==> config.mk <==
export PLATFORM = sky130hd
export DESIGN_NAME = end_text_buffer
export DESIGN_NICKNAME = d
export VERILOG_FILES = /design/src/rtl/end_text_buffer.sv
export SDC_FILE = /design/constraint.sdc
export NUM_CORES = 2
export LEC_CHECK = 0
export BUFFER_PORTS_ARGS = -buffer_cell sky130_fd_sc_hd__buf_2
export CORE_MARGIN = 1
export CORE_UTILIZATION = 30
export CTS_BUF_LIST = sky130_fd_sc_hd__clkbuf_2 sky130_fd_sc_hd__clkbuf_4 sky130_fd_sc_hd__clkbuf_8
export DETAILED_ROUTE_END_ITERATION = 8
export PLACE_DENSITY_LB_ADDON = 0.3
export SLEW_MARGIN = 0
export SYNTH_ARGS = -nofsm -noshare
export SYNTH_HDL_FRONTEND = slang
export SYNTH_SLANG_ARGS = --single-unit
==> constraint.sdc <==
create_clock -name clk -period 13.3 [get_ports clk]
set_clock_uncertainty 0.15 [all_clocks]
set_input_delay 0.665 -clock clk [delete_from_list [all_inputs] [get_ports clk]]
set_output_delay 0.665 -clock clk [all_outputs]
set_load 0.01 [all_outputs]
==> src/rtl/end_text_buffer.sv <==
`default_nettype none
// ============================================================================
// Module   : end_text_buffer
// Purpose  : 16x16 character page for the end-of-game overlay ("GAME OVER",
//            "SCORE:" and a 4-digit decimal score), read by char_xy.
// Revision : 1.0 - initial release
// ============================================================================
module end_text_buffer #(
    parameter int MSG_ROW   = 2,
    parameter int SCORE_ROW = 5,
    parameter int SCORE_W   = 14
) (
    input  logic               clk,
    input  logic               rst,
    input  logic               start,
    input  logic [SCORE_W-1:0] score,
    input  logic [7:0]         char_xy,
    output logic [6:0]         char_code,
    output logic               busy,
    output logic               ready
);

    localparam logic [3:0]         c_MSG_ROW   = 4'(MSG_ROW);
    localparam logic [3:0]         c_SCORE_ROW = 4'(SCORE_ROW);
    localparam logic [SCORE_W-1:0] c_MAX_SCORE = SCORE_W'(9999);
    localparam logic [6:0]         c_SPACE     = 7'h20;

    typedef enum logic [2:0] {
        S_IDLE    = 3'd0,
        S_CLEAR   = 3'd1,
        S_TEXT    = 3'd2,
        S_CONVERT = 3'd3,
        S_DIGITS  = 3'd4,
        S_DONE    = 3'd5
    } state_t;

    state_t             r_state;
    logic [7:0]         r_cnt;
    logic [SCORE_W-1:0] r_bin;
    logic [15:0]        r_bcd;
    logic [6:0]         r_mem [256];

    logic               w_we;
    logic [7:0]         w_waddr;
    logic [6:0]         w_wdata;
    logic [14:0]        w_text;
    logic [15:0]        w_adj;
    logic [3:0]         w_nib;

    // Fixed text table: {address, character} for each of the 15 text cells.
    function automatic logic [14:0] text_entry(input logic [3:0] idx);
        logic [6:0] ch;
        logic [7:0] ad;
        ch = c_SPACE;
        ad = {c_MSG_ROW, 4'(idx + 4'd3)};
        case (idx)
            4'd0:  ch = 7'h47;
            4'd1:  ch = 7'h41;
            4'd2:  ch = 7'h4D;
            4'd3:  ch = 7'h45;
            4'd4:  ch = 7'h20;
            4'd5:  ch = 7'h4F;
            4'd6:  ch = 7'h56;
            4'd7:  ch = 7'h45;
            4'd8:  ch = 7'h52;
            4'd9:  ch = 7'h53;
            4'd10: ch = 7'h43;
            4'd11: ch = 7'h4F;
            4'd12: ch = 7'h52;
            4'd13: ch = 7'h45;
            4'd14: ch = 7'h3A;
            default: ch = c_SPACE;
        endcase
        if (idx >= 4'd9) begin
            ad = {c_SCORE_ROW, 4'(idx - 4'd7)};
        end
        return {ad, ch};
    endfunction

    always_comb begin
        w_adj = r_bcd;
        for (int i = 0; i < 4; i++) begin
            if (r_bcd[4*i +: 4] >= 4'd5) begin
                w_adj[4*i +: 4] = r_bcd[4*i +: 4] + 4'd3;
            end
        end
    end

    always_comb begin
        w_text = text_entry(r_cnt[3:0]);
        case (r_cnt[1:0])
            2'd0:    w_nib = r_bcd[15:12];
            2'd1:    w_nib = r_bcd[11:8];
            2'd2:    w_nib = r_bcd[7:4];
            default: w_nib = r_bcd[3:0];
        endcase
    end

    always_comb begin
        w_we    = 1'b0;
        w_waddr = r_cnt;
        w_wdata = c_SPACE;
        case (r_state)
            S_CLEAR: begin
                w_we = 1'b1;
            end
            S_TEXT: begin
                w_we    = 1'b1;
                w_waddr = w_text[14:7];
                w_wdata = w_text[6:0];
            end
            S_DIGITS: begin
                w_we    = 1'b1;
                w_waddr = {c_SCORE_ROW, 4'(r_cnt[3:0] + 4'd9)};
                w_wdata = 7'h30 + {3'b000, w_nib};
            end
            default: ;
        endcase
    end

    always_ff @(posedge clk) begin
        if (rst) begin
            r_state <= S_IDLE;
            r_cnt   <= 8'd0;
            r_bin   <= '0;
            r_bcd   <= 16'd0;
            busy    <= 1'b0;
            ready   <= 1'b0;
        end else begin
            case (r_state)
                S_IDLE, S_DONE: begin
                    if (r_state == S_DONE) begin
                        ready <= 1'b1;
                    end
                    if (start) begin
                        r_bin   <= (score > c_MAX_SCORE) ? c_MAX_SCORE : score;
                        r_cnt   <= 8'd0;
                        r_state <= S_CLEAR;
                        busy    <= 1'b1;
                        ready   <= 1'b0;
                    end
                end
                S_CLEAR: begin
                    r_cnt <= r_cnt + 8'd1;
                    if (r_cnt == 8'd255) begin
                        r_state <= S_TEXT;
                    end
                end
                S_TEXT: begin
                    r_cnt <= r_cnt + 8'd1;
                    if (r_cnt == 8'd14) begin
                        r_cnt   <= 8'd0;
                        r_bcd   <= 16'd0;
                        r_state <= S_CONVERT;
                    end
                end
                S_CONVERT: begin
                    r_bcd <= {w_adj[14:0], r_bin[SCORE_W-1]};
                    r_bin <= {r_bin[SCORE_W-2:0], 1'b0};
                    r_cnt <= r_cnt + 8'd1;
                    if (r_cnt == 8'(SCORE_W - 1)) begin
                        r_cnt   <= 8'd0;
                        r_state <= S_DIGITS;
                    end
                end
                S_DIGITS: begin
                    r_cnt <= r_cnt + 8'd1;
                    if (r_cnt == 8'd3) begin
                        r_state <= S_DONE;
                        busy    <= 1'b0;
                    end
                end
                default: r_state <= S_IDLE;
            endcase
        end
    end

    always_ff @(posedge clk) begin
        if (w_we) begin
            r_mem[w_waddr] <= w_wdata;
        end
    end

    // Reads are gated by the registered ready so a partial page is never shown.
    always_ff @(posedge clk) begin
        if (rst || !ready) begin
            char_code <= c_SPACE;
        end else begin
            char_code <= r_mem[char_xy];
        end
    end

endmodule
`default_nettype wire

==> results.py <==
metrics = {
    "pwr": {
        "p_per_area_nw_per_um2": 151,
        "vdd_drop_max_uv": 95.2,
        "p_leak_uw": 0.0259,
    },
    "detailed_routing": {
        "drc_errors": 0,
        "vias": 37795,
        "drt-initial-drc-count": 3715,
        "drtPass1Iterations": 5,
        "routedWlPerCell_um": 27.2,
        "ant_nets": 0,
        "drt_wl_total_um": 201000,
        "vias_per_cell": 5.13,
    },
    "sta": {
        "fin_tns_setup_ns": 0,
        "relSlewSlack": 0.0482,
        "slew_violations": 0,
        "worst_pin_slew_ns": 1.41,
        "holdWs_ns": 0.0698,
        "rsz0062_at_grt": "false",
        "min_period_over_period": 0.414,
        "finalHoldViolCount": 0,
        "fin_crit_ns": 5.50,
        "setup_viol": 0,
        "fmax_ghz": 0.182,
    },
    "placed_design": {
        "io_buffers": 33,
        "hpwl_um": 115000,
        "placed_cells": 6825,
        "globalplace.congestion": 0.815,
    },
    "final_layout": {
        "nets": 3999,
        "layout.cells.non_filler": 7367,
        "fill_cells": 22824,
        "syn_to_final_growth_pct": 12.9,
        "seqCellArea_um2": 55000,
        "drive_above_1_share": 0.232,
        "multi_input_area_um2": 17100,
    },
    "global_route": {
        "met3_usage": 0.0296,
        "grt_use_total": 0.162,
        "grt_use_met1": 0.224,
        "met2_usage": 0.255,
        "first_global_vias": 38259,
        "grt_max_degree": 209,
        "grt_pass1_wl_um": 287000,
        "busiest_layer": "met2",
        "grt_overflow": 0,
        "antenna_found_initial": 7,
    },
    "synthesis": {
        "synth_top_area_cell": "edfxtp_1",
        "yosysSeqAreaShare": 0.750,
        "synth.avg_cell_area_um2": 19.5,
        "synth-seq-cells": 1849,
        "synth_fp_nets": 3807,
        "ys.flop_type": "edfxtp_1",
        "synth_edf_count": 1792,
        "yosysWarnings": 0,
        "yosys.cell_count.top_type": "edfxtp_1",
        "async_flop_share": 0,
        "synth_cell_types": 84,
        "synth_common_cells": "1792 x edfxtp_1, 382 x mux4_2, 332 x nor2_1",
        "synth_top_area_frac": 0.734,
        "synth_area_um2": 73300,
        "ys_top_cells_by_area": "edfxtp_1 73%, mux4_2 12%, mux2i_1 3.2%",
        "netlist_instances": 3761,
    },
    "cts": {
        "worstSkewPairLatency_ns": 1.05,
        "cts_max_level": 5,
        "tritoncts": "built",
        "clk_pin_slew_ns": 0.06,
        "cts_sinks": 1849,
        "cts_buffer_depth": 4,
        "root_buffer": "clkbuf_8",
        "cts_buffers": 308,
    },
    "critical_path": {
        "worstPathArrival_ns": 5.97,
        "crit_type": "register to register",
        "crit_path_start_kind": "register",
        "startpoint": "r_state[2]",
        "cp_max_fo": 22,
        "critPathCaptureType": "register",
        "cp.required_ns": 13.77,
        "rr_startpoint": "r_state[2]",
    },
    "floorplan": {
        "dieHeight_um": 496,
        "core_area_um2": 243000,
        "io_pins": 34,
        "rows": 181,
        "fp.dieW_um": 496,
        "dieArea_um2": 246000,
        "initial_utilization": 0.302,
    },
    "worst_hold_path": {
        "worstHoldStart": "char_xy[3]",
        "hold_path.class": "primary input to register",
    },
    "job": {
        "maxCapViolations": 0,
    },
    "run_status": {
        "status": "completed",
    },
}
## repair_timing
action / in CTS / in global routing
resized for setup: 0 / 0
buffers inserted: 0 / 0
hold buffers: 20 / 0
hold endpoints to repair: 17 / 0
## layer usage
layer / wire length [um] / up-vias / share of wire
li1: - / 15915 / -
met1: 87300 / 20186 / 0.44
met2: 94600 / 1403 / 0.47
met3: 12500 / 289 / 0.062
met4: 6130 / 2 / 0.031
met5: 13 / - / 0.000065
## registers in the layout (all words and copies together) (netlist names)
signal,count
ready,1
r_bin,14
r_bcd,16
r_state,3
r_mem,1792
w_text,7
char_code,7
r_cnt,8
busy,1
## path summary, 6_finish.rpt
kind,slack [ns],cells past startpoint,endpoint
worst max register to register,7.80,11,r_mem[37][0]
worst max-delay path,7.80,11,r_mem[37][0]
worst min register to register,0.30,2,r_bin[2]
worst min-delay path,0.07,4,char_code[1]
## per-stage QoR
step           setup WS (ns)  cell area [um^2]  power, uW   util
5_1_grt                 7.49             82800      12900  0.341
2_1_floorplan           4.67             73300       7440      -
4_1_cts                 7.87             82700      12600  0.341
3_5_place_dp            7.91             76900       7870  0.317
3_3_place_gp            7.98             76900       7850  0.317
6_report                7.80             82800      12500  0.341
## final cells by class
class,instances,share of cell area
clock buffers,415,0.0614
flip-flops and latches,1849,0.664
clock inverters,105,0.00661
multi-input cells,1662,0.207
repair buffers,109,0.0118
well taps,3202,0.0484
inverters,23,0.00115
diodes,2,0.0000605
## power by group
group	internal [uW]	switching, uW	total [uW]	leakage, uW
Sequential	6630	36.2	6660	0.0169
Combinational	273	814	1090	0.00598
Clock	2520	2240	4760	0.00296
Total	9420	3090	12500	0.0259
## cell usage in the layout, fill, tap and decap left out, types with 6 or more instances in the layout
cell and count:
nand2b_1 13, clkinvlp_4 11, dfxtp_1 57, nor2_1 331
buf_12 13, nor4_1 11, nand2_1 103, buf_4 45
buf_2 29, o221ai_1 116, nand3_1 24, mux2i_1 238
edfxtp_1 1792, o21ai_0 32, inv_1 16, mux4_2 382
clkbuf_4 101, a211oi_1 13, clkbuf_8 314, clkinv_2 21
o22ai_1 71, clkinv_1 70, ha_1 20, o31ai_1 11
nor3_1 37, a31oi_1 6, nand4_1 7, a22oi_1 16
a21oi_1 83, xor2_1 10, dlygate4sd3_1 20, o311ai_0 8
xnor2_1 7, nor2b_1 6
## cell families after synthesis
kind of cell,synth area share
and+or+nand+nor,0.0340
AOI/OAI and AO/OA,0.0416
xor gates and xnor gates,0.00203
buffers and inverters,0.0186
DFF,0.750
adders and majority gates,0.00369
muxes,0.150
## critical path, stage by stage, from the launching register on
cell and delay (ns):
dfxtp_1 0.83, nor3b_2 0.79, a21oi_1 0.16, ha_1 0.32, a21o_1 0.21, o211a_1 0.13
o31ai_1 0.30, o31ai_1 0.16, nor2_1 0.25, nand2_1 0.69, buf_4 0.54, nor2_1 0.56
No activity file was read; power rests on OpenSTA's default activity.
